<file path="src/rtl/mastermind_score_seq.sv">
`default_nettype none
// ============================================================================
// Module   : mastermind_score_seq
// Function : Multi-cycle black/white peg scorer with a small guess history.
// Revision : 1.0 - initial release
// ============================================================================
module mastermind_score_seq #(
    parameter int HIST_DEPTH = 6
) (
    input  logic        Clk,
    input  logic        Reset_n,
    input  logic        start,
    input  logic [11:0] guess,
    input  logic [11:0] answer,
    input  logic        clear,
    input  logic [2:0]  hist_rd_idx,
    output logic        busy,
    output logic        score_valid,
    output logic [2:0]  exact_cnt,
    output logic [2:0]  partial_cnt,
    output logic        win,
    output logic [2:0]  hist_count,
    output logic        hist_full,
    output logic [17:0] hist_rd_data
);

    typedef enum logic [1:0] {
        IDLE    = 2'd0,
        EXACT   = 2'd1,
        PARTIAL = 2'd2,
        DONE    = 2'd3
    } state_t;

    localparam logic [2:0] c_HIST_DEPTH = 3'(HIST_DEPTH);

    state_t      r_state;
    state_t      w_next;
    logic [11:0] r_g;
    logic [11:0] r_a;
    logic [3:0]  r_g_done;
    logic [3:0]  r_a_used;
    logic [3:0]  r_step;
    logic [2:0]  r_exact;
    logic [2:0]  r_partial;
    logic        r_score_valid;
    logic [2:0]  r_exact_cnt;
    logic [2:0]  r_partial_cnt;
    logic        r_win;
    logic [2:0]  r_hist_count;
    logic [17:0] r_hist [HIST_DEPTH];
    logic [17:0] r_hist_rd_data;

    logic        w_exact_hit;
    logic        w_part_hit;
    logic [1:0]  w_i;
    logic [1:0]  w_j;
    logic [2:0]  w_gp;
    logic [2:0]  w_ap;
    logic [2:0]  w_gi;
    logic [2:0]  w_aj;
    logic        w_hist_wr;
    logic [17:0] w_rd_data;

    function automatic logic [2:0] f_color(input logic [11:0] v, input logic [1:0] idx);
        case (idx)
            2'd0:    f_color = v[2:0];
            2'd1:    f_color = v[5:3];
            2'd2:    f_color = v[8:6];
            default: f_color = v[11:9];
        endcase
    endfunction

    always_ff @(posedge Clk or negedge Reset_n) begin
        if (!Reset_n) r_state <= IDLE;
        else          r_state <= w_next;
    end

    // In EXACT the low step bits name the position; in PARTIAL step = {i, j}.
    always_comb begin
        w_next      = r_state;
        w_exact_hit = 1'b0;
        w_part_hit  = 1'b0;
        w_i         = r_step[3:2];
        w_j         = r_step[1:0];
        w_gp        = f_color(r_g, r_step[1:0]);
        w_ap        = f_color(r_a, r_step[1:0]);
        w_gi        = f_color(r_g, w_i);
        w_aj        = f_color(r_a, w_j);
        case (r_state)
            IDLE: begin
                if (start) w_next = EXACT;
            end
            EXACT: begin
                w_exact_hit = (w_gp == w_ap) && (w_gp != 3'd0);
                if (r_step[1:0] == 2'd3) w_next = PARTIAL;
            end
            PARTIAL: begin
                w_part_hit = !r_g_done[w_i] && !r_a_used[w_j] &&
                             (w_gi != 3'd0) && (w_gi == w_aj);
                if (r_step == 4'd15) w_next = DONE;
            end
            DONE: begin
                w_next = IDLE;
            end
            default: w_next = IDLE;
        endcase
    end

    always_ff @(posedge Clk or negedge Reset_n) begin
        if (!Reset_n) begin
            r_g           <= '0;
            r_a           <= '0;
            r_g_done      <= '0;
            r_a_used      <= '0;
            r_step        <= '0;
            r_exact       <= '0;
            r_partial     <= '0;
            r_score_valid <= 1'b0;
            r_exact_cnt   <= '0;
            r_partial_cnt <= '0;
            r_win         <= 1'b0;
        end else begin
            r_score_valid <= (r_state == DONE);
            case (r_state)
                IDLE: begin
                    if (start) begin
                        r_g       <= guess;
                        r_a       <= answer;
                        r_g_done  <= '0;
                        r_a_used  <= '0;
                        r_step    <= '0;
                        r_exact   <= '0;
                        r_partial <= '0;
                    end
                end
                EXACT: begin
                    if (w_exact_hit) begin
                        r_g_done[r_step[1:0]] <= 1'b1;
                        r_a_used[r_step[1:0]] <= 1'b1;
                        r_exact               <= r_exact + 3'd1;
                    end
                    r_step <= (r_step[1:0] == 2'd3) ? 4'd0 : r_step + 4'd1;
                end
                PARTIAL: begin
                    if (w_part_hit) begin
                        r_g_done[w_i] <= 1'b1;
                        r_a_used[w_j] <= 1'b1;
                        r_partial     <= r_partial + 3'd1;
                    end
                    r_step <= r_step + 4'd1;
                end
                DONE: begin
                    r_exact_cnt   <= r_exact;
                    r_partial_cnt <= r_partial;
                    r_win         <= (r_exact == 3'd4);
                end
                default: ;
            endcase
        end
    end

    // The result lands in history on the edge that ends the score_valid cycle.
    assign w_hist_wr = r_score_valid && !hist_full && !clear;

    always_ff @(posedge Clk or negedge Reset_n) begin
        if (!Reset_n) begin
            r_hist_count <= '0;
            for (int e = 0; e < HIST_DEPTH; e++) r_hist[e] <= '0;
        end else if (clear) begin
            r_hist_count <= '0;
            for (int e = 0; e < HIST_DEPTH; e++) r_hist[e] <= '0;
        end else if (w_hist_wr) begin
            r_hist_count <= r_hist_count + 3'd1;
            for (int e = 0; e < HIST_DEPTH; e++) begin
                if (r_hist_count == 3'(e)) r_hist[e] <= {r_g, r_exact_cnt, r_partial_cnt};
            end
        end
    end

    always_comb begin
        w_rd_data = '0;
        for (int e = 0; e < HIST_DEPTH; e++) begin
            if ((hist_rd_idx == 3'(e)) && (hist_rd_idx < r_hist_count)) w_rd_data = r_hist[e];
        end
    end

    always_ff @(posedge Clk or negedge Reset_n) begin
        if (!Reset_n) r_hist_rd_data <= '0;
        else          r_hist_rd_data <= w_rd_data;
    end

    assign busy         = (r_state != IDLE) || r_score_valid;
    assign score_valid  = r_score_valid;
    assign exact_cnt    = r_exact_cnt;
    assign partial_cnt  = r_partial_cnt;
    assign win          = r_win;
    assign hist_count   = r_hist_count;
    assign hist_full    = (r_hist_count == c_HIST_DEPTH);
    assign hist_rd_data = r_hist_rd_data;

endmodule
`default_nettype wire
</file>
<file path="config.mk">
export PLATFORM = sky130hd
export DESIGN_NAME = mastermind_score_seq
export DESIGN_NICKNAME = d
export VERILOG_FILES = /design/src/rtl/mastermind_score_seq.sv
export SDC_FILE = /design/constraint.sdc
export NUM_CORES = 1
export LEC_CHECK = 0
export ABC_AREA = 0
export CAP_MARGIN = 40
export CORE_MARGIN = 2
export CORE_UTILIZATION = 59
export CTS_CLUSTER_DIAMETER = 50
export DETAILED_ROUTE_END_ITERATION = 7
export GPL_TIMING_DRIVEN = 1
export PLACE_DENSITY_LB_ADDON = 0.15
export SETUP_SLACK_MARGIN = 0.5
export SKIP_CTS_REPAIR_TIMING = 1
export SYNTH_ARGS = -nofsm -noshare
export SYNTH_HDL_FRONTEND = slang
export SYNTH_SLANG_ARGS = --single-unit
</file>
<file path="constraint.sdc">
create_clock -name Clk -period 3.5 [get_ports Clk]
set_input_delay 1.05 -clock Clk [delete_from_list [all_inputs] [get_ports Clk]]
set_output_delay 1.05 -clock Clk [all_outputs]
set_load 0.05 [all_outputs]
</file>
; ---- After elaboration in Yosys (flattened, before gate mapping)
; Cells that the tools add are included.
[totals]
regBits = 181
[op_classes]
addsub = 4
mux = 47
n_reduce_logical = 49
n_eq_ne = 28
n_lt_le_gt_ge = 5
bitwise = 3
[ops]
columns = op, n
row1 = $mux W108, 2
row2 = $mux W18, 12
row3 = $pmux W4 S3, 3
row4 = $pmux W3 S3, 3
row5 = $mux W4, 6
row6 = $reduce_bool A2 Y1, 10
row7 = $eq A3 B3 Y1 const B, 6
row8 = $reduce_and A2 Y1, 8
row9 = $mux W3, 5
row10 = $logic_and A1 B1 Y1, 14
row11 = $eq A3 B2 Y1 const B, 4
row12 = $or A4 B4 Y4, 3
row13 = $pmux W3 S2, 2
row14 = $eq A2 B2 Y1 const B, 5
row15 = $ne A2 B2 Y1 const B, 5
row16 = $add A3 B1 Y3 const B, 3
row17 = $reduce_and A3 Y1, 3
row18 = $reduce_bool A3 Y1, 3
row19 = $pmux W2 S4, 1
row20 = $eq A2 B1 Y1 const B, 3
row21 = $eq A3 B1 Y1 const B, 2
row22 = $eq A3 B3 Y1, 2
row23 = $logic_not A2 Y1, 3
row24 = $logic_not A3 Y1, 2
row25 = other kinds (12), 26

; ---- Depth between registers and ports, before layout
[logic_depth]
depth_word = 9
mapped_depth = 12
ltp_nobuf = 9

; ---- Worst setup path after synthesis
; Ideal clock, no wire load.
[synth_path]
kind = input -> register
startpoint = input port hist_rd_idx[0]
endpoint = register r_hist_rd_data[3], in the netlist hist_rd_data[3]
t_arrival_ns = 3.069
path_buffers = 2
setup_slack_ns = 0.359
cell_stages = 9
setup_ns = 0.072
path_cell_list = buf_2 nand2b_1 a21o_1 a2111oi_1 buf_2 a22oi_1 nand2_1 o22ai_1 nor2_1
[synth_via]
elab_chain_len = 8
word_cells_on_any_way = 19
[synth_rtl]
columns = element, line_no
row1 = start: declaration, 16  ; input logic [2:0] hist_rd_idx,
row2 = $lt A3 B3 Y1 or $logic_not A3 Y1 (tied branches), 183  ; if ((hist_rd_idx == 3'(e)) && (hist_rd_idx < r_hist_count)) w_rd_data = r_hist[e];
row3 = $logic_and A1 B1 Y1, 183
row4 = $mux W18 (5 in series), 183
row5 = $mux W18 *, 183
row6 = net w_rd_data[3], 62  ; logic [17:0] w_rd_data;
row7 = end signal: assignment, 189  ; else r_hist_rd_data <= w_rd_data;
row8 = end: declaration, 51  ; logic [17:0] r_hist_rd_data;
; Mark *: on every way through the listed nets, which the timed path passes. The rest lies on a longest branch.
; A chain may end at the register's enable or synchronous reset.

; ---- Worst setup path after layout
[layout_path]
startpoint = input port hist_rd_idx[1]
endpoint = register r_hist_rd_data[10], in the netlist hist_rd_data[10]
; Same word-level chain as after synthesis.

==> impl_metrics.env <==
export IMPL_tns_ns=0
export IMPL_path_class="input pin to register"
export IMPL_avgSynthCellArea_um2=9.36
export IMPL_cts_max_level=4
export IMPL_critPathMaxFanout=5
export IMPL_finClkSkew_ns=0.0117
export IMPL_die_height_um=126
export IMPL_coreArea_um2=14500
export IMPL_async_flop_share=1.00
export IMPL_finalMaxSlewViolations=0
export IMPL_synth_edf_count=0
export IMPL_irDropWorstVdd_v=0.000496
export IMPL_fin_crit_ns=2.96
export IMPL_yosys_warnings=0
export IMPL_cp_start_kind="input pin"
export IMPL_cts_tree="done"
export IMPL_tightestPinTransition_ns=0.906
export IMPL_drtIter0Drc=636
export IMPL_fmax_ghz=0.338
export IMPL_fin_crit_sh=0.845
export IMPL_path_cells="clkdlybuf4s50_1 > ha_1 > a21o_1 > a2111oi_2 > nor2b_2 > a222oi_1 > o22ai_1"
export IMPL_port_buffers=61
export IMPL_initial_core_util=0.602
export IMPL_status="finished clean"
export IMPL_grt_pass1_wl_um=36700
export IMPL_vias=7137
export IMPL_fp_row_count=44
export IMPL_antenna_found_initial=0
export IMPL_slowest_stage="a2111oi_2"
export IMPL_cts_sinks=181
export IMPL_syn_num_nets=983
export IMPL_synthTopCellsByArea="dfrtp_1 (52%), nand2_1 (11%), a21oi_1 (7.8%), mux2_2 (4.0%), ha_1 (3.0%)"
export IMPL_grtUsageTotal=0.297
export IMPL_leakage_uw=0.00445
export IMPL_grt_start_max_net_pins=78
export IMPL_power_density_nw_per_um2=692
export IMPL_hold_viol_final=0
export IMPL_clk_insertion_delay_late_ns=0.44
export IMPL_finalSetupViolCount=0
export IMPL_fin_area_um2=10200
export IMPL_antenna_cells=0
export IMPL_synth_most_common_cell="nand2_1"
export IMPL_final_nets=1029
export IMPL_die_w_um=126
export IMPL_maxCapViolCount=0
export IMPL_rsz0062_at_grt="no"
export IMPL_max_slew_margin=0.394
export IMPL_grt_overflow=0
export IMPL_synth_largest_area_cell="dfrtp_1"
export IMPL_placed_area_um2=9540
export IMPL_synth_common_cells="nand2_1 (255), dfrtp_1 (181), a21oi_1 (135)"
export IMPL_gp_congestion=0.859
export IMPL_cts_root_buf="clkbuf_16"
export IMPL_num_io_pins=62
export IMPL_dieArea_um2=15800
export IMPL_ys_seq_area_frac=0.520
export IMPL_syn_inst=931
export IMPL_clk_pin_slew_ns=0.06
export IMPL_cpPeakStageDelay_ns=0.56
export IMPL_cp_end_kind="register"
export IMPL_drive_gt1_frac=0.127
export IMPL_wl_per_cell_um=19.4
export IMPL_grt_pass1_vias=6898
export IMPL_drc_errors=0
export IMPL_area_delta_synth_final_pct=17.6
export IMPL_drt_total_wl_um=22800
export IMPL_cts_buffer_depth=2
export IMPL_arrival_ns=3.31
export IMPL_syn_area_um2=8710
export IMPL_first_pass_iters=6
export IMPL_vias_per_cell=6.08
export IMPL_yosysTopAreaCellShare=0.520
export IMPL_cp_required_ns=3.85
export IMPL_ys_ff_latch=181
export IMPL_hold_path_class="register to register"
export IMPL_cts_buffers=17
export IMPL_synthDistinctLibCells=51
export IMPL_antenna_left=0
export IMPL_place_hpwl_um=15000
export IMPL_yosys_most_used_dff="dfrtp_1"
==> registers in the layout (all words and copies together), names as in the netlist, 2 cells and up <==
register	flops
exact_cnt	3
hist_count	3
hist_rd_data	18
partial_cnt	3
r_a	12
r_a_used	4
r_exact	3
r_g	12
r_g_done	4
r_hist	108
r_partial	3
r_state	2
r_step	4
==> metal layers <==
layer	global-route usage	wire, um	share of wire	vias to the layer above
li1	-	-	-	3289
met1	0.399	9420	0.41	3513
met2	0.490	11400	0.50	289
met3	0.0526	1490	0.065	46
met4	0.105	530	0.023	0
met5	0	0	0	-
==> cells by family after synthesis <==
family          synth area share
compound gates             0.162
xor+xnor                 0.00502
fa+ha+maj                 0.0302
buf+inv                   0.0444
flops                      0.520
mux                       0.0760
simple gates               0.162
==> final cells by class <==
type | count | area (um2)
clock inverter | 13 | 168
clock buffer | 19 | 453
tap | 184 | 230
fill | 1104 | 4230
multi-input combinational | 661 | 3840
timing repair buffer | 96 | 948
sequential | 181 | 4530
inverter | 20 | 75.1
==> report_power, final <==
group | internal, uW | switching, uW
Clock | 1170 | 851
Combinational | 961 | 1270
Sequential | 2400 | 449
==> placed cells by master (no fill, tap or decap), types with 4 or more instances in the layout <==
cell             count
and3_1               8
nor2b_1              7
buf_4               25
a221o_1              4
a21o_1               6
a21oi_1            134
mux2_2              31
clkbuf_16           17
dfrtp_1            179
and2_1               4
ha_2                 4
mux2i_1             20
inv_6                4
nand2_1            255
buf_6                8
a31oi_1             10
a22oi_1              7
nor3_1               6
ha_1                17
o211ai_1             4
xnor2_1              4
a222oi_1             8
a211oi_1             5
clkdlybuf4s50_1     57
nor2_1              42
o22ai_1             15
o21ai_0             24
nand3_1              8
nand2b_1             4
mux4_2               5
inv_1               19
==> metrics by stage <==
stage | util | worst slack (ns) | instances | total power (uW) | hold slack (ns)
2_1_floorplan | - | 0.506 | 931 | 4350 | 0.457
3_3_place_gp | 0.653 | 0.0862 | 1127 | 4890 | 0.472
3_5_place_dp | 0.659 | 0.0445 | 1135 | 4970 | 0.492
4_1_cts | 0.702 | 0.226 | 1167 | 6980 | 0.511
5_1_grt | 0.708 | 0.470 | 1174 | 7440 | 0.531
6_report | 0.708 | 0.542 | 1174 | 7100 | 0.510
==> path summary, 6_finish.rpt <==
| check | cells past startpoint | slack, ns | start | endpoint |
|---|---|---|---|---|
| setup / recovery | 7 | 0.54 | hist_rd_idx[1] | hist_rd_data[10] |
| min in group asynchronous | 1 | 0.64 | Reset_n | hist_rd_data[4] |
| max in group asynchronous | 2 | 2.10 | Reset_n | r_hist[10] |
| hold reg to reg | 1 | 0.51 | r_a[6] | r_a[6] |
| setup reg to reg | 10 | 0.63 | r_step[0] | r_a_used[0] |
| hold / removal | 1 | 0.51 | r_a[6] | r_a[6] |
==> critical path: cells and delay by family <==
kind	cells	cell delay (ns)
AOI/OAI and AO/OA	4	1.13
buffers and inverters	1	0.43
and+or+nand+nor	1	0.39
adders and majority gates	1	0.30
Note: power is estimated with default switching activity, not from simulation.
